--- src/rtl/fa_serial_arbiter.sv ---
// fa_serial_arbiter
//
// Shares one external 1-bit full-adder cell between two requesters. Each
// requester submits a WIDTH-bit add (a + b + cin). A round-robin arbiter picks
// one request, and the block then drives the adder bit-serially, LSB first,
// for WIDTH cycles. The running carry is kept in a flop between bits. The
// finished sum, carry-out and requester id are presented on a valid/ready
// response channel.
//
// Ports
//   clk, rst                 rising-edge clock, synchronous active-high reset
//   reqN_valid / reqN_ready  request handshake for requester N (N = 0, 1)
//   reqN_a, reqN_b, reqN_cin operands and carry-in for requester N
//   fa_a, fa_b, fa_c         drive the external full adder's a, b, carry-in
//   fa_sum, fa_cout          read back from the external full adder
//   rsp_valid / rsp_ready    response handshake
//   rsp_sum, rsp_cout        result: {rsp_cout, rsp_sum} = a + b + cin
//   rsp_id                   requester that issued the result

module fa_serial_arbiter #(
    parameter int WIDTH = 8
) (
    input  logic             clk,
    input  logic             rst,

    input  logic             req0_valid,
    output logic             req0_ready,
    input  logic [WIDTH-1:0] req0_a,
    input  logic [WIDTH-1:0] req0_b,
    input  logic             req0_cin,

    input  logic             req1_valid,
    output logic             req1_ready,
    input  logic [WIDTH-1:0] req1_a,
    input  logic [WIDTH-1:0] req1_b,
    input  logic             req1_cin,

    output logic             fa_a,
    output logic             fa_b,
    output logic             fa_c,
    input  logic             fa_sum,
    input  logic             fa_cout,

    output logic             rsp_valid,
    input  logic             rsp_ready,
    output logic [WIDTH-1:0] rsp_sum,
    output logic             rsp_cout,
    output logic             rsp_id
);

    // Bit-counter width, derived from WIDTH only.
    localparam int CNTW = (WIDTH > 1) ? $clog2(WIDTH) : 1;

    typedef enum logic [1:0] {
        IDLE,
        RUN,
        DONE
    } state_t;

    state_t             state_q;
    logic [WIDTH-1:0]   opA_q;
    logic [WIDTH-1:0]   opB_q;
    // Holds the sum bits already produced, bit 0 ends up at position 0 after
    // WIDTH-1 shifts; the final bit is merged in straight from fa_sum.
    logic [WIDTH-2:0]   sum_q;
    logic               carry_q;
    logic [CNTW-1:0]    cnt_q;
    logic               id_q;
    logic               lastGrant_q;
    logic               rspValid_q;
    logic [WIDTH-1:0]   rspSum_q;
    logic               rspCout_q;
    logic               rspId_q;

    logic               inIdle;
    logic               inRun;
    logic               grantId;
    logic               accept;
    logic [WIDTH-1:0]   opA_d;
    logic [WIDTH-1:0]   opB_d;
    logic               cin_d;
    logic [WIDTH-1:0]   sum_d;
    logic               lastBit;

    // Gating with rst keeps ready and the adder inputs low while reset is
    // applied, even though the state register only clears on the next edge.
    assign inIdle = (state_q == IDLE) && !rst;
    assign inRun  = (state_q == RUN)  && !rst;

    // Requester 1 wins when it is the only one asking, or when both ask and
    // requester 0 was served last. Otherwise requester 0 wins.
    assign grantId = req1_valid && (!req0_valid || !lastGrant_q);

    assign req0_ready = inIdle && req0_valid && !grantId;
    assign req1_ready = inIdle && grantId;
    assign accept     = req0_ready || req1_ready;

    assign opA_d = grantId ? req1_a   : req0_a;
    assign opB_d = grantId ? req1_b   : req0_b;
    assign cin_d = grantId ? req1_cin : req0_cin;

    assign fa_a = inRun && opA_q[0];
    assign fa_b = inRun && opB_q[0];
    assign fa_c = inRun && carry_q;

    // Current adder sum bit joins the collected bits at the MSB side.
    assign sum_d   = {fa_sum, sum_q};
    assign lastBit = (cnt_q == CNTW'(WIDTH - 1));

    assign rsp_valid = rspValid_q;
    assign rsp_sum   = rspSum_q;
    assign rsp_cout  = rspCout_q;
    assign rsp_id    = rspId_q;

    // Controller: accept in IDLE, shift one bit per cycle in RUN, hold the
    // registered response in DONE until the consumer takes it.
    always_ff @(posedge clk) begin
        if (rst) begin
            state_q     <= IDLE;
            opA_q       <= '0;
            opB_q       <= '0;
            sum_q       <= '0;
            carry_q     <= 1'b0;
            cnt_q       <= '0;
            id_q        <= 1'b0;
            lastGrant_q <= 1'b1;
            rspValid_q  <= 1'b0;
            rspSum_q    <= '0;
            rspCout_q   <= 1'b0;
            rspId_q     <= 1'b0;
        end else begin
            case (state_q)
                IDLE: begin
                    if (accept) begin
                        opA_q       <= opA_d;
                        opB_q       <= opB_d;
                        carry_q     <= cin_d;
                        id_q        <= grantId;
                        lastGrant_q <= grantId;
                        cnt_q       <= '0;
                        sum_q       <= '0;
                        state_q     <= RUN;
                    end
                end

                RUN: begin
                    sum_q   <= sum_d[WIDTH-1:1];
                    carry_q <= fa_cout;
                    opA_q   <= {1'b0, opA_q[WIDTH-1:1]};
                    opB_q   <= {1'b0, opB_q[WIDTH-1:1]};
                    cnt_q   <= cnt_q + CNTW'(1);
                    if (lastBit) begin
                        rspSum_q   <= sum_d;
                        rspCout_q  <= fa_cout;
                        rspId_q    <= id_q;
                        rspValid_q <= 1'b1;
                        state_q    <= DONE;
                    end
                end

                DONE: begin
                    // Returning to IDLE first means no new request can be
                    // taken in the same cycle as the response handshake.
                    if (rsp_ready) begin
                        rspValid_q <= 1'b0;
                        state_q    <= IDLE;
                    end
                end

                default: begin
                    state_q <= IDLE;
                end
            endcase
        end
    end

endmodule

--- config.mk ---
export PLATFORM = sky130hd
export DESIGN_NAME = fa_serial_arbiter
export DESIGN_NICKNAME = d
export VERILOG_FILES = /design/src/rtl/fa_serial_arbiter.sv
export SDC_FILE = /design/constraint.sdc
export NUM_CORES = 1
export LEC_CHECK = 0
export CAP_MARGIN = 10
export CORE_MARGIN = 2
export CORE_UTILIZATION = 40
export DETAILED_ROUTE_END_ITERATION = 12
export DONT_BUFFER_PORTS = 1
export HOLD_SLACK_MARGIN = 0.03
export PLACE_DENSITY_LB_ADDON = 0.08
export SLEW_MARGIN = 10
export SYNTH_ARGS = -nofsm -noshare
export SYNTH_HDL_FRONTEND = slang
export SYNTH_SLANG_ARGS = --single-unit
--- constraint.sdc ---
create_clock -name clk -period 1.7 [get_ports clk]
set_input_delay 0.17 -clock clk [delete_from_list [all_inputs] [get_ports clk]]
set_output_delay 0.17 -clock clk [all_outputs]
set_load 0.03 [all_outputs]
==> results.yml, run 1 <==
status:
  outcome: "finished, final reports clean"
synth:
  synth-seq-cells: 42
  yosysTopAreaCellShare_pct: 44.1
  synth_nets: 263
  synthArstFlopShare_pct: 0
  ys_seq_area_share_pct: 44.1
  synth_edf_count: 0
  yosysTopAreaCell: "dfxtp_1"
  syn-instance-count: 220
  synth_flop_cell: "dfxtp_1"
  synth_area_um2: 1910
  ys_warn_count: 0
  yosysUniqueCellTypes: 32
  netlist_top_cells_area: "dfxtp_1 44%, nor3_1 9.2%, o32ai_1 6.9%, o211ai_1 5.1%, a22o_1 4.1%"
  syn_area_per_cell_um2: 8.67
power:
  p_total_mw: 2.09
  seqPwrFrac_pct: 50.7
  combinationalPowerShare_pct: 11.7
  p_leak_nw: 0.766
  swShare_pct: 24.4
  ir_drop_mv: 0.355
  clkPwrFrac_pct: 37.6
  p_int_mw: 1.58
  p_sw_mw: 0.510
  power.density_nw_per_um2: 975
sta:
  rsz0062_at_grt: "false"
  whs_ps: 45.8
  tightest_slew_ps: 583
  setup_tns_ps: 0
  fin_ws_ps: 122
  post-route-period-util_pct: 92.8
  fin_skew_ps: 2.83
  slew_headroom_pct: 61.0
  finalHoldViolCount: 0
  setup_viol: 0
  min_period_ps: 1580
  fmaxAchievable_mhz: 634
  slew_viol_final: 0
placed_design:
  gp_congestion: 0.773
  post-place-cells: 269
  dp_slack_ps: 228
  dp_hpwl_mm: 3.14
  port_buffers: 0
  place_area_um2: 2000
route:
  first_iter_violations: 131
  vias: 1641
  wirelength_mm: 4.49
  drcViolationCount: 0
  first_pass_iters: 4
  ant_nets: 0
  routed_via_density: 5.86
  wl_per_cell_um: 16.0
cells_and_area:
  final_cells: 280
  area_growth_pct: 12.3
  n_antenna_cell: 0
  final_core_util_pct: 46.0
  final_layout_size_suffix_gt1_share_pct: 13.7
  final_cell_mix: "40 x dfxtp_1, 35 x nor3_1, 16 x inv_1"
  finalNetCount: 268
  layout_commonest_cell: "dfxtp_1"
  fin_area_um2: 2140
setup_path:
  end_kind: "primary output"
  cpMaxStageDelayCell: "and3_1"
  required_ps: 1530
  critPathTopFamily: "simple AND/OR/NAND/NOR gates"
  max_stage_delay_ps: 410
  cp-start-kind: "flop"
  critical_path_class: "flop to primary output"
  crit_buf_inv: 0
  worstPathCellList: "nor3_1 -> and3_1"
  crit_arrival_ps: 1410
  critPathMaxFanout: 11
global_routing:
  grt_pass1_vias: 1553
  grtUsageTotal_pct: 17.7
  antenna_found_initial: 0
  overflow: 0
  grt_pass1_wl_mm: 7.45
  grt_start_max_net_pins: 31
min_path:
  min_path_type: "input pin to flop"
die:
  die_w_um: 73.1
  design.core.area_um2: 4660
  chipHeight_um: 73.1
  die_area_um2: 5340
  placementRows: 25
  initial_utilization_pct: 40.9
  io_pins: 57
clock_tree:
  h-tree-depth: 2
  cts_tree: "yes"
  root_buffer: "clkbuf_8"
  clock_latency_ps: 290
  path_clk_slew_ps: 80
  cts.sinks: 42
  clockBufferDepth: 2
  cts_buffers: 5
flow_run:
  cap_violations: 0
## per-layer routing
layer  vias to the layer above  GRT usage [%]  share of wire [%]
met5                         -              0                  0
met4                         0           4.32               0.85
met3                         4           4.14                5.5
met2                        48           26.0                 45
met1                       770           26.1                 49
li1                        819              -                  -
## cells by family after synthesis
logic type      synth area share, %
simple gates                   19.9
compound gates                 24.5
flops                          44.1
buf+inv                        8.66
mux                            1.57
fa+ha+maj                      1.31
## flip-flops by register name (all words and copies together), names as in the netlist
name,count
carry_q,1
cnt_q,3
id_q,1
lastGrant_q,1
opA_q,8
opB_q,8
rsp_cout,1
rsp_id,1
rsp_sum,8
rsp_valid,1
state_q,2
sum_q,7
## cell usage after synthesis, types with 3 or more instances
library cell / count
o21ai_0: 3
clkbuf_1: 7
nor3_1: 35
mux2i_1: 3
nor2b_1: 3
nand2b_1: 4
nand2_1: 12
nand3_1: 11
a22o_1: 9
buf_2: 9
o211ai_1: 13
o32ai_1: 15
nor2_1: 5
inv_1: 16
dfxtp_1: 42
a21oi_1: 13
## worst register-to-register path, delay by kind of cell, from the launching register on
family	cells	cell delay [ps]
buffers and inverters	1	240
AO/OA/AOI/OAI	2	220
AND/OR/NAND/NOR	1	490
flip-flops	1	370
## final timing paths
kind,from,end,slack (ps),cells past startpoint
worst min-delay path,rsp_ready,state_q[1],50,2
worst max register to register,state_q[0],opA_q[4],270,4
worst max-delay path,state_q[1],req0_ready,120,2
worst min register to register,opA_q[6],opA_q[6],450,2
## timing repair
action,in CTS,in global routing
hold endpoints to repair,16,0
setup buffers,0,0
hold buffers,3,0
setup endpoints to repair,0,4
resized for setup,0,2
## power groups by stage
stage	logic, mW	registers [mW]	clock network, mW
6_report	0.245	1.06	0.784
5_1_grt	0.273	1.07	0.852
4_1_cts	0.246	1.06	0.816
3_5_place_dp	0.234	1.08	0
3_3_place_gp	0.228	1.08	0
2_1_floorplan	0.190	1.07	0
## layout make-up
type | count | area, um^2
clock buffer | 5 | 68.8
clock inverter | 3 | 43.8
fill | 451 | 2520
inverter | 16 | 60.1
multi-input combinational | 142 | 905
sequential | 42 | 843
tap | 54 | 67.6
timing repair buffer | 18 | 155
(Power assumes the default switching activity.)
==> run 2, diff against run 1 <==
Settings changed: GPL_TIMING_DRIVEN from default to 0.
==> run 2 against run 1 <==
Net effect: first-iteration DRC count down 9.9%; power up 9.3%; sequential power about the same; critical path depth up 2; design area up 3.6%; register-to-register slack worse by 180 ps; flip-flop and latch count unchanged; final cell count up 1.4%; clock skew up 3.4 ps; critical path type unchanged; largest power group unchanged; critical endpoint unchanged; clock power up 22%; sequential share of layout area down 1.4 points.
==> results.yml, run 2 (synthesized netlist as in run 1, its figures left out) <==
route:
  wl_per_cell_um: 17.6
  first_iter_violations: 118
  routed_via_density: 5.95
  drcViolationCount: 0
  ant_nets: 0
  first_pass_iters: 4
  wirelength_mm: 4.99
  vias: 1690
power:
  combinationalPowerShare_pct: 11.8
  seqPwrFrac_pct: 46.4
  p_int_mw: 1.73
  power.density_nw_per_um2: 1030
  swShare_pct: 24.3
  ir_drop_mv: 0.464
  clkPwrFrac_pct: 41.8
  p_leak_nw: 0.791
  p_sw_mw: 0.554
  p_total_mw: 2.28
sta:
  min_period_ps: 1620
  post-route-period-util_pct: 95.2
  fmaxAchievable_mhz: 618
  slew_viol_final: 0
  rsz0062_at_grt: "false"
  finalHoldViolCount: 0
  fin_skew_ps: 6.23
  tightest_slew_ps: 752
  slew_headroom_pct: 49.9
  setup_viol: 0
clock_tree:
  cts.sinks: 42
  cts_setup_buffers: 0
  cts_buffers: 5
  clock_latency_ps: 300
  path_clk_slew_ps: 90
  clockBufferDepth: 2
  root_buffer: "clkbuf_8"
  cts_tree: "yes"
  h-tree-depth: 2
status:
  outcome: "finished, final reports clean"
cells_and_area:
  final_cells: 284
  n_antenna_cell: 0
  final_layout_size_suffix_gt1_share_pct: 16.1
  area_growth_pct: 16.3
  layout_commonest_cell: "dfxtp_1"
  finalNetCount: 272
  final_cell_mix: "41 x dfxtp_1, 31 x nor3_1, 16 x inv_1"
setup_path:
  critPathMaxFanout: 10
  critical_path_class: "flop to primary output"
  regToRegSetupSlack_ps: 90
  crit_arrival_ps: 1450
  required_ps: 1530
  cp-start-kind: "flop"
  end_kind: "primary output"
global_routing:
  grtUsageTotal_pct: 20.1
  grt_start_max_net_pins: 15
  antenna_found_initial: 0
  overflow: 0
  grt_pass1_vias: 1654
  grt_pass1_wl_mm: 8.27
placed_design:
  gp_congestion: 0.771
  post-place-cells: 274
  port_buffers: 0
  dp_hpwl_mm: 3.58
die:
  design.core.area_um2: 4660
  initial_utilization_pct: 40.9
  die_area_um2: 5340
  die_w_um: 73.1
  chipHeight_um: 73.1
  io_pins: 57
  placementRows: 25
min_path:
  min_path_type: "input pin to flop"
flow_run:
  cap_violations: 0
[run 2: cell types whose count changed in the layout (fill, tap and decap cells not counted), sizes merged]
cell and delta:
clkbuf +6, buf -2, bufinv +1, inv -1
[run 2: cell type report]
| type | instances | area, um^2 |
|---|---|---|
| Clock buffer | 5 | 68.8 |
| Clock inverter | 3 | 68.8 |
| Fill cell | 465 | 2440 |
| Sequential cell | 42 | 842 |
| Buffer | 19 | 123 |
| Timing Repair Buffer | 3 | 30.0 |
| Inverter | 16 | 60.1 |
| Multi-Input combinational cell | 142 | 960 |
| Tap cell | 54 | 67.6 |
[run 2: worst max-delay path: stages (launching register included)]
cell and delay [ps]:
dfxtp_2 380, a21bo_2 130, buf_2 200, buf_6 180, and3_4 260
[run 2: metal layers]
metal  vias to the layer above  global-route usage [%]  wire length, um
met4                         0                    4.32               34
met5                         -                       0                0
met3                         4                    6.35              303
met1                       806                    27.5             2420
met2                        52                    31.0             2230
li1                        828                       -                -
[run 2: stage by stage]
| step | hold slack (ps) | worst slack [ps] | cell area (um^2) | setup TNS, ps | utilization, % |
|---|---|---|---|---|---|
| finish | 54.7 | 81.7 | 2220 | 0 | 47.6 |
| global route | 68.1 | 4.65 | 2220 | 0 | 47.6 |
| CTS | 41.6 | 24.2 | 2210 | 0 | 47.3 |
| detailed placement | 308 | -174 | 1980 | -514 | 42.4 |
| global placement | 305 | -133 | 1980 | -380 | 42.4 |
| floorplan | 303 | 95.2 | 1910 | 0 | - |
[run 2: what timing repair did]
action	4_1_cts	5_1_grt
resized for setup	17	8
pin swaps	1	1
hold buffers	3	0
hold endpoints to repair	4	0
setup endpoints to repair	9	21
[run 2: worst paths after layout]
| kind | startpoint | endpoint | depth (start not counted) |
|---|---|---|---|
| max | lastGrant_q | req0_ready | 4 |
| min | rsp_ready | rsp_valid | 3 |
| max reg2reg | state_q[1] | opB_q[6] | 5 |
| min reg2reg | opA_q[5] | opA_q[5] | 2 |
[run 2: power groups by stage]
stage               logic (mW)  registers (mW)  clock network, mW
CTS                      0.265            1.06              0.975
global route             0.296            1.07               1.02
finish                   0.269            1.06              0.956
detailed placement       0.241            1.08                  0
floorplan                0.190            1.07                  0
global placement         0.236            1.08                  0
